**config.mk**
```make
export PLATFORM = sky130hd
export DESIGN_NAME = mcpu_mem_flat
export DESIGN_NICKNAME = d
export VERILOG_FILES = /design/src/rtl/mcpu_mem_if.sv /design/src/rtl/mcpu_mem.sv /design/src/flat_wrapper.sv
export SDC_FILE = /design/constraint.sdc
export NUM_CORES = 1
export LEC_CHECK = 0
export BUFFER_PORTS_ARGS = -buffer_cell sky130_fd_sc_hd__buf_2
export CAP_MARGIN = 0
export CORE_MARGIN = 2
export CORE_UTILIZATION = 62
export DETAILED_ROUTE_END_ITERATION = 7
export GPL_ROUTABILITY_DRIVEN = 1
export PLACE_DENSITY = 0.88
export SETUP_SLACK_MARGIN = 0.05
export SKIP_CTS_REPAIR_TIMING = 1
export SYNTH_ARGS = -nofsm -noshare
export SYNTH_HDL_FRONTEND = slang
export SYNTH_SLANG_ARGS = --single-unit
export TNS_END_PERCENT = 1
```
**constraint.sdc**
```tcl
create_clock -name clk -period 5.1 [get_ports clk]
set_input_delay 0.51 -clock clk [delete_from_list [all_inputs] [get_ports clk]]
set_output_delay 0.51 -clock clk [all_outputs]
set_load 0.05 [all_outputs]
```
**src/rtl/mcpu_mem_if.sv**
```systemverilog
`default_nettype none
// ============================================================================
// mcpu_mem_if : CPU memory bus plus boot-loader byte stream for mcpu_mem
// Revision    : 1.0
// ============================================================================
interface mcpu_mem_if;
   logic [5:0] cpu_addr;
   logic [7:0] cpu_wdata;
   logic       cpu_we_n;
   logic       cpu_oe_n;
   logic [7:0] cpu_rdata;
   logic       cpu_rst_n;
   logic       ld_start;
   logic       ld_valid;
   logic [7:0] ld_data;
   logic       ld_ready;
   logic       ld_done;
   logic [7:0] ld_sum;

   modport master (
      output cpu_addr, cpu_wdata, cpu_we_n, cpu_oe_n, ld_start, ld_valid, ld_data,
      input  cpu_rdata, cpu_rst_n, ld_ready, ld_done, ld_sum
   );

   modport slave (
      input  cpu_addr, cpu_wdata, cpu_we_n, cpu_oe_n, ld_start, ld_valid, ld_data,
      output cpu_rdata, cpu_rst_n, ld_ready, ld_done, ld_sum
   );
endinterface
`default_nettype wire

```
**src/rtl/mcpu_mem.sv**
```systemverilog
`default_nettype none
// ============================================================================
// mcpu_mem : 64x8 RAM for the 8-bit CPU with a byte-stream boot loader that
//            holds the CPU in reset until LOAD_LEN bytes have been written.
//            Define MCPU_MEM_CHECKSUM_EN to build the ld_sum accumulator.
// Revision : 1.0
// ============================================================================
module mcpu_mem #(
   parameter int LOAD_LEN = 64
) (
   input  logic       clk,
   input  logic       rst,
   mcpu_mem_if.slave  bus
);
   localparam logic [1:0] c_st_load    = 2'd0;
   localparam logic [1:0] c_st_release = 2'd1;
   localparam logic [1:0] c_st_run     = 2'd2;
   localparam logic [6:0] c_last       = 7'(LOAD_LEN - 1);

   logic [1:0] state_q, state_d;
   logic [6:0] cnt_q, cnt_d;
   logic       cpu_rst_n_q, cpu_rst_n_d;
   logic       wr_q;
   logic       ld_ready_w;
   logic       hs_w;
   logic       mem_we_w;
   logic [5:0] mem_waddr_w;
   logic [7:0] mem_wdata_w;
   logic [7:0] mem [0:63];
   logic       unused_oe;

   assign unused_oe = bus.cpu_oe_n;

   // Strobe is only low while clk is low; the latch carries it across the rising edge.
   always_latch begin
      if (!clk) wr_q = ~bus.cpu_we_n;
   end

   // State register
   always_ff @(posedge clk) begin
      if (!rst) begin
         state_q     <= c_st_load;
         cnt_q       <= 7'd0;
         cpu_rst_n_q <= 1'b0;
      end else begin
         state_q     <= state_d;
         cnt_q       <= cnt_d;
         cpu_rst_n_q <= cpu_rst_n_d;
      end
   end

   // Next state
   always_comb begin
      state_d = state_q;
      cnt_d   = cnt_q;
      if (bus.ld_start) begin
         state_d = c_st_load;
         cnt_d   = 7'd0;
      end else begin
         case (state_q)
            c_st_load: begin
               if (hs_w) begin
                  cnt_d = cnt_q + 7'd1;
                  if (cnt_q == c_last) state_d = c_st_release;
               end
            end
            c_st_release: state_d = c_st_run;
            c_st_run:     state_d = c_st_run;
            default:      state_d = c_st_load;
         endcase
      end
      cpu_rst_n_d = (state_d == c_st_run);
   end

   // Outputs and RAM write port; loader owns the port in LOAD, the CPU in RUN.
   always_comb begin
      ld_ready_w  = rst & (state_q == c_st_load);
      hs_w        = bus.ld_valid & ld_ready_w;
      mem_we_w    = 1'b0;
      mem_waddr_w = bus.cpu_addr;
      mem_wdata_w = bus.cpu_wdata;
      if (hs_w && !bus.ld_start) begin
         mem_we_w    = 1'b1;
         mem_waddr_w = cnt_q[5:0];
         mem_wdata_w = bus.ld_data;
      end else if (rst && state_q == c_st_run && wr_q) begin
         mem_we_w = 1'b1;
      end
   end

   always_ff @(posedge clk) begin
      if (mem_we_w) mem[mem_waddr_w] <= mem_wdata_w;
   end

   assign bus.cpu_rdata = mem[bus.cpu_addr];
   assign bus.cpu_rst_n = cpu_rst_n_q;
   assign bus.ld_ready  = ld_ready_w;
   assign bus.ld_done   = (state_q == c_st_run);

`ifdef MCPU_MEM_CHECKSUM_EN
   logic [7:0] sum_q, sum_d;

   always_comb begin
      sum_d = sum_q;
      if (bus.ld_start)  sum_d = 8'h00;
      else if (hs_w)     sum_d = sum_q + bus.ld_data;
   end

   always_ff @(posedge clk) begin
      if (!rst) sum_q <= 8'h00;
      else      sum_q <= sum_d;
   end

   assign bus.ld_sum = sum_q;
`else
   assign bus.ld_sum = 8'h00;
`endif
endmodule
`default_nettype wire

```
**src/flat_wrapper.sv**
```systemverilog
// flat-port wrapper written by rule: the top's interface ports become plain ports
module mcpu_mem_flat 
#(
   parameter int LOAD_LEN = 64
)
  (clk, rst, bus_cpu_addr, bus_cpu_wdata, bus_cpu_we_n, bus_cpu_oe_n, bus_ld_start, bus_ld_valid, bus_ld_data, bus_cpu_rdata, bus_cpu_rst_n, bus_ld_ready, bus_ld_done, bus_ld_sum);
  mcpu_mem_if bus_i ();
  input  logic clk;
  input  logic rst;
  input wire logic [$bits(bus_i.cpu_addr)-1:0] bus_cpu_addr;
  input wire logic [$bits(bus_i.cpu_wdata)-1:0] bus_cpu_wdata;
  input wire logic [$bits(bus_i.cpu_we_n)-1:0] bus_cpu_we_n;
  input wire logic [$bits(bus_i.cpu_oe_n)-1:0] bus_cpu_oe_n;
  input wire logic [$bits(bus_i.ld_start)-1:0] bus_ld_start;
  input wire logic [$bits(bus_i.ld_valid)-1:0] bus_ld_valid;
  input wire logic [$bits(bus_i.ld_data)-1:0] bus_ld_data;
  output wire logic [$bits(bus_i.cpu_rdata)-1:0] bus_cpu_rdata;
  output wire logic [$bits(bus_i.cpu_rst_n)-1:0] bus_cpu_rst_n;
  output wire logic [$bits(bus_i.ld_ready)-1:0] bus_ld_ready;
  output wire logic [$bits(bus_i.ld_done)-1:0] bus_ld_done;
  output wire logic [$bits(bus_i.ld_sum)-1:0] bus_ld_sum;
  assign bus_i.cpu_addr = bus_cpu_addr;
  assign bus_i.cpu_wdata = bus_cpu_wdata;
  assign bus_i.cpu_we_n = bus_cpu_we_n;
  assign bus_i.cpu_oe_n = bus_cpu_oe_n;
  assign bus_i.ld_start = bus_ld_start;
  assign bus_i.ld_valid = bus_ld_valid;
  assign bus_i.ld_data = bus_ld_data;
  assign bus_cpu_rdata = bus_i.cpu_rdata;
  assign bus_cpu_rst_n = bus_i.cpu_rst_n;
  assign bus_ld_ready = bus_i.ld_ready;
  assign bus_ld_done = bus_i.ld_done;
  assign bus_ld_sum = bus_i.ld_sum;
  mcpu_mem #(.LOAD_LEN(LOAD_LEN)) u_core (.clk(clk), .rst(rst), .bus(bus_i));
endmodule
```
==> metrics.md, run 1 <==
| Metric | Value |
|---|---|
| Status | `finished clean` |
| Yosys reg bits | `523` |
| CTS tree | `yes` |
| Die H | `approximately 190 um` |
| Post-synthesis async set-or-reset flop share | `0%` |
| P&R area growth vs syn | `12.81%` |
| Die X | `approximately 190 um` |
| Multiplexer share of the synthesized area | `between 10% and 20%` |
| Largest net degree at the start of global routing | `80` |
| Number of global-route vias before repair | `approximately 11000` |
| GRT Total Usage | `29.12%` |
| N_diodes | `0` |
| Post-synth EDFFs | `512` |
| Number of hold violations in the final report | `0` |
| Fill cell count | `~1800` |
| Core Util, Final | `71.24%` |
| Routed len/inst | `30.61 um` |
| Final HPWL from detailed placement | `26930 um` |
| Clock transition at path regs | `60 ps` |
| RSZ-0062 raised after global routing | `no` |
| Syn_area_per_cell | `20.43 um^2` |
| DRT Wirelength | `between 40000 and 50000 um` |
| Via count | `about 11000` |
| Top FF cell, synth | `edfxtp_1` |
| TritonCTS buffer count | `50` |
| H-tree lvl count | `2` |
| Starting Density | `a little over three fifths` |
| Simple logic cell fraction of the synthesized area | `3.356%` |
| WHS | `149.5 ps` |
| IO Pins | `47` |
| Area contributors post-synth | `edfxtp_1 (74%), mux4_2 (14%), nor2_1 (1.8%), mux2i_1 (1.6%), mux2_2 (1.0%)` |
| Placer's final routability congestion estimate | `0.8181` |
| Worst hold path class | `input port to latch` |
| Maximum VDD drop | `between 0.4 and 0.5 mV` |
| Setup CP Type | `latch to register` |
| Setup tns final | `0 ps` |
| Final setup violating endpoints | `0` |
| Largest family of logic cells by synthesized area | `multiplexers` |
| CP Capture Type | `register` |
| Die ar. | `34790 um^2` |
| Share of cells above drive strength 1 | `29.27%` |
| Leakage | `7.535 nW` |
| Worst-path maximum fanout | `8` |
| WP data arrival | `5110 ps` |
| First-pass GRT wire length | `~74000 um` |
| Num rows | `66` |
| Max_cap viols | `0` |
| CTS Sinks | `523` |
| XOR/XNOR Fraction of Synth Area | `less than 1%` |
| NumNets Final | `~1200` |
| Synth top area share | `74.45%` |
| Final std cells w/o fill | `1614` |
| Top-count cell post-synth | `edfxtp_1` |
| Cell count after synthesis | `1011` |
| Worst-case clock skew | `roughly 27 ps` |
| Port Buf Inserts | `37` |
| Post-synth cell types | `47` |
| Later-pin clock latency in the skew report | `580 ps` |
| Post-route ant nets | `0` |
| Max-slew violation count | `0` |
| Worst slew pin tran | `around 1400 ps` |
| Adder-cell share of the synthesized area | `0.1818%` |
| Placed Instances | `1521` |
| Residual DRC count | `0` |
| Post-synth top cells | `edfxtp_1 (512), mux4_2 (128), nor2_1 (97), mux2i_1 (33), nand2_1 (25)` |
| Synth Warn # | `0` |
| Synth Area in Compound Gates | `2.381%` |
| Iter 0 DRT Violations | `1937` |
| Max-slew headroom | `6.779%` |
| TritonRoute pass-1 iters | `7` |
| Pwr/cell area | `378.6 nW/um^2` |
| GR Overflow Total | `0` |
| Startpoint types | `latch` |
| CORE AREA | `approximately 33000 um^2` |
| Vias per cell | `6.883` |
| Mapped Area | `20650 um^2` |
| Max Root-Sink Buffers | `3` |
| Crit path required time | `5380 ps` |
| Antenna violations before repair | `1` |
| CTS root buffer | `clkbuf_16` |
| Largest area contributor in the netlist | `edfxtp_1` |
worst paths after layout:
kind | from | end | slack, ps | depth (start not counted)
min | bus_cpu_we_n | u_core.wr_q | 150 | 2
max | u_core.wr_q | u_core.mem[1][3] | 270 | 6
max reg2reg | u_core.wr_q | u_core.mem[1][3] | 270 | 6
min reg2reg | u_core.cnt_q[6] | u_core.cnt_q[6] | 540 | 2
through the flow:
stage / cell area, um^2 / setup slack [ps] / power, mW
2_1_floorplan: 20680 / 677.1 / 5.176
3_3_place_gp: 21750 / 448.3 / 5.308
3_5_place_dp: 21750 / 410.1 / 5.331
4_1_cts: 23300 / 337.8 / 8.816
5_1_grt: 23300 / 95.34 / 8.985
6_report: 23300 / 268.8 / 8.821
flip-flops by register name, indices dropped and copies added, names as in the netlist:
name and count:
u_core.wr_q 1, u_core.bus.cpu_rst_n 1, u_core.cnt_q 7, u_core.mem 512, u_core.state_q 2
area by class of cell:
| class | count | area, um^2 | area share (%) |
|---|---|---|---|
| tap | 442 | 553.0 | 2.374 |
| multi-input combinational | 431 | 4746 | 20.37 |
| clock inverter | 30 | 245.2 | 1.053 |
| clock buffer | 63 | 1300 | 5.580 |
| timing repair buffer | 120 | 844.6 | 3.625 |
| inverter | 5 | 18.77 | 0.08056 |
| sequential | 523 | 15590 | 66.92 |
routing by layer:
metal,part of all wire [%],track usage [%]
met1,33,38.34
met2,50,48.42
met3,11,5.078
met4,5.3,13.43
met5,0.026,0
layout by cell type, fill, tap and decap left out, types with 10 or more instances in the layout:
cell type,n
clkinv_2,12
nor2_1,97
buf_2,35
mux4_2,128
clkbuf_16,50
nand2_1,25
mux2i_1,33
o22ai_1,12
edfxtp_1,512
clkbuf_1,13
o21ai_0,20
dfxtp_1,10
buf_4,82
mux2_2,19
report_power, final:
group	internal, mW	switching (mW)	leakage (nW)
clock network	1.97	1.60	0.754
registers	4.75	0.00247	4.69
logic	0.158	0.346	2.09
total	6.88	1.94	7.53
cell families after synthesis:
family / Yosys count
buffers and inverters: 64
adder cells (fa/ha/maj): 3
XOR/XNOR: 6
other: 1
latches: 1
multiplexers: 181
AO/OA/AOI/OAI: 75
AND/OR/NAND/NOR: 158
flip-flops: 522
worst max-delay path: stages (launching register included):
cell	delay [ps]
dlxtn_1	390
and2_0	130
o21ai_0	180
nor2_1	250
nand2_1	470
nor2_1	350
buf_4	240
No activity file was read; power rests on OpenSTA's default activity.
==> run 2: changes to the inputs <==
BUFFER_PORTS_ARGS = -buffer_cell sky130_fd_sc_hd__buf_4   (was -buffer_cell sky130_fd_sc_hd__buf_2)
==> metrics.md, run 2 (same netlist as run 1, synthesis figures left out) <==
| Metric | Value |
|---|---|
| Number of hold violations in the final report | `0 (unchanged)` |
| Largest net degree at the start of global routing | `80 (unchanged)` |
| Die H | `186.5 um (unchanged)` |
| IO Pins | `47 (unchanged)` |
| TritonRoute pass-1 iters | `6 (-1)` |
| WP data arrival | `5080 ps (-30 ps)` |
| Post-route ant nets | `0 (unchanged)` |
| First-pass GRT wire length | `71770 um (-2.9%)` |
| TritonCTS buffer count | `48 (-4.0%)` |
| Worst slew pin tran | `1406 ps (+7.201 ps)` |
| CTS Sinks | `523 (unchanged)` |
| R2r setup slk | `270 ps (about the same)` |
| Fill cell count | `1771 (-1.5%)` |
| WHS Path Cells | `2 (unchanged)` |
| Worst-case clock skew | `20.58 ps (-6.274 ps)` |
| CP Capture Type | `register` |
| Iter 0 DRT Violations | `1712 (-12%)` |
| P&R area growth vs syn | `12.83% (about the same)` |
| Worst R2R Path Depth | `6 (unchanged)` |
| WHS | `161.2 ps (+11.68 ps)` |
| Share of cells above drive strength 1 | `28.57% (-0.69 points)` |
| Vias per cell | `6.781 (-1.5%)` |
| Setup CP Type | `latch to register` |
| Residual DRC count | `0 (unchanged)` |
| RSZ-0062 raised after global routing | `no` |
| Max-slew headroom | `6.299% (-0.48 points)` |
| CTS root buffer | `clkbuf_16` |
| Most frequent cells in the layout | `edfxtp_1 (512), mux4_2 (128), buf_4 (112)` |
| Setup tns final | `0 ps (unchanged)` |
| Critical R2R Launch | `u_core.wr_q` |
| Via count | `10876 (-2.1%)` |
| Clock transition at path regs | `60 ps (about the same)` |
| Register Area | `15590 um^2 (unchanged)` |
| Status | `finished clean` |
| Most flops, register | `u_core.mem` |
| H-tree lvl count | `2 (unchanged)` |
| Final setup violating endpoints | `0 (unchanged)` |
| Hold EP | `u_core.wr_q` |
| Die X | `186.5 um (unchanged)` |
| Final Power | `8.718 mW (-1.2%)` |
| CTS tree | `yes` |
| Max Root-Sink Buffers | `3 (unchanged)` |
| Pwr/cell area | `374.1 nW/um^2 (-1.2%)` |
| NumNets Final | `1155 (-0.60%)` |
| Worst hold path class | `input port to latch` |
| Later-pin clock latency in the skew report | `560 ps (-20 ps)` |
| Antenna violations before repair | `1 (unchanged)` |
| GR Overflow Total | `0 (unchanged)` |
| Startpoint types | `latch` |
| Num rows | `66 (unchanged)` |
| Port Buf Inserts | `37 (unchanged)` |
| Final HPWL from detailed placement | `26770 um (-0.60%)` |
| Placer's final routability congestion estimate | `0.8851 (+8.2%)` |
| Leakage | `7.508 nW (-0.36%)` |
| Crit path required time | `5350 ps (-30 ps)` |
| Top Registers | `u_core.mem x512, u_core.cnt_q x7, u_core.state_q x2` |
| Maximum VDD drop | `0.4229 mV (-7.6%)` |
| Max reg flops | `512 (unchanged)` |
| R2r endpoint | `u_core.mem[34][4]` |
| Die ar. | `34790 um^2 (unchanged)` |
| Leading cell type in the layout, fill and taps excluded | `edfxtp_1` |
| Max-slew violation count | `0 (unchanged)` |
| Routed len/inst | `29.90 um (-2.3%)` |
| Number of global-route vias before repair | `11031 (-2.3%)` |
| Max_cap viols | `0 (unchanged)` |
| GRT Total Usage | `28.08% (-1.0 points)` |
| DRT Wirelength | `47970 um (-2.9%)` |
| Starting Density | `63.15% (unchanged)` |
| CORE AREA | `32700 um^2 (unchanged)` |
| Worst-path maximum fanout | `8 (unchanged)` |
| Core Util, Final | `71.25% (about the same)` |
| Multi-input combinational cell area | `4746 um^2 (unchanged)` |
| Hold path start | `bus_cpu_we_n` |
| N_diodes | `0 (unchanged)` |
==> run 2: layout make-up <==
class                      instances  share of cell area, %
clock inverter                    23                 0.8269
tap                              442                  2.373
inverter                           5                0.08055
multi-input combinational        431                  20.37
sequential                       523                  66.91
clock buffer                      65                  5.606
timing repair buffer             115                  3.839
==> run 2: where the power goes <==
group | switching, mW | leakage (nW) | internal, mW | total, mW
registers | 0.00246 | 4.69 | 4.75 | 4.75
logic | 0.343 | 2.09 | 0.169 | 0.512
clock network | 1.50 | 0.730 | 1.95 | 3.45
==> run 2: worst max path at each step <==
stage,to,start
2_1_floorplan,u_core.mem[42][0],u_core.wr_q
3_3_place_gp,u_core.mem[51][5],u_core.wr_q
3_5_place_dp,u_core.mem[50][5],u_core.wr_q
4_1_cts,u_core.mem[26][7],u_core.wr_q
5_1_grt,u_core.mem[3][7],u_core.wr_q
6_report,u_core.mem[34][4],u_core.wr_q
==> run 2: critical path, cell delays in order (launching register included) <==
cell and delay (ps):
dlxtn_1 380, and2_0 140, o21ai_0 190, nor2_1 310, nand2_1 440, nor2_1 290, buf_4 240
==> run 2: per-layer routing <==
layer	track usage, %	up-vias	share of wire (%)
met5	0	-	0
li1	-	4351	-
met1	37.62	5523	34
met2	47.66	848	51
met4	9.951	0	3.9
met3	4.589	154	10
==> run 2: through the flow <==
step                setup WS, ps  area (um^2)  cells
finish                     268.9        23300   1604
global route               251.4        23300   1604
CTS                        324.3        23300   1604
detailed placement         424.5        21800   1516
global placement           456.7        21800   1516
floorplan                  677.1        20680   1018
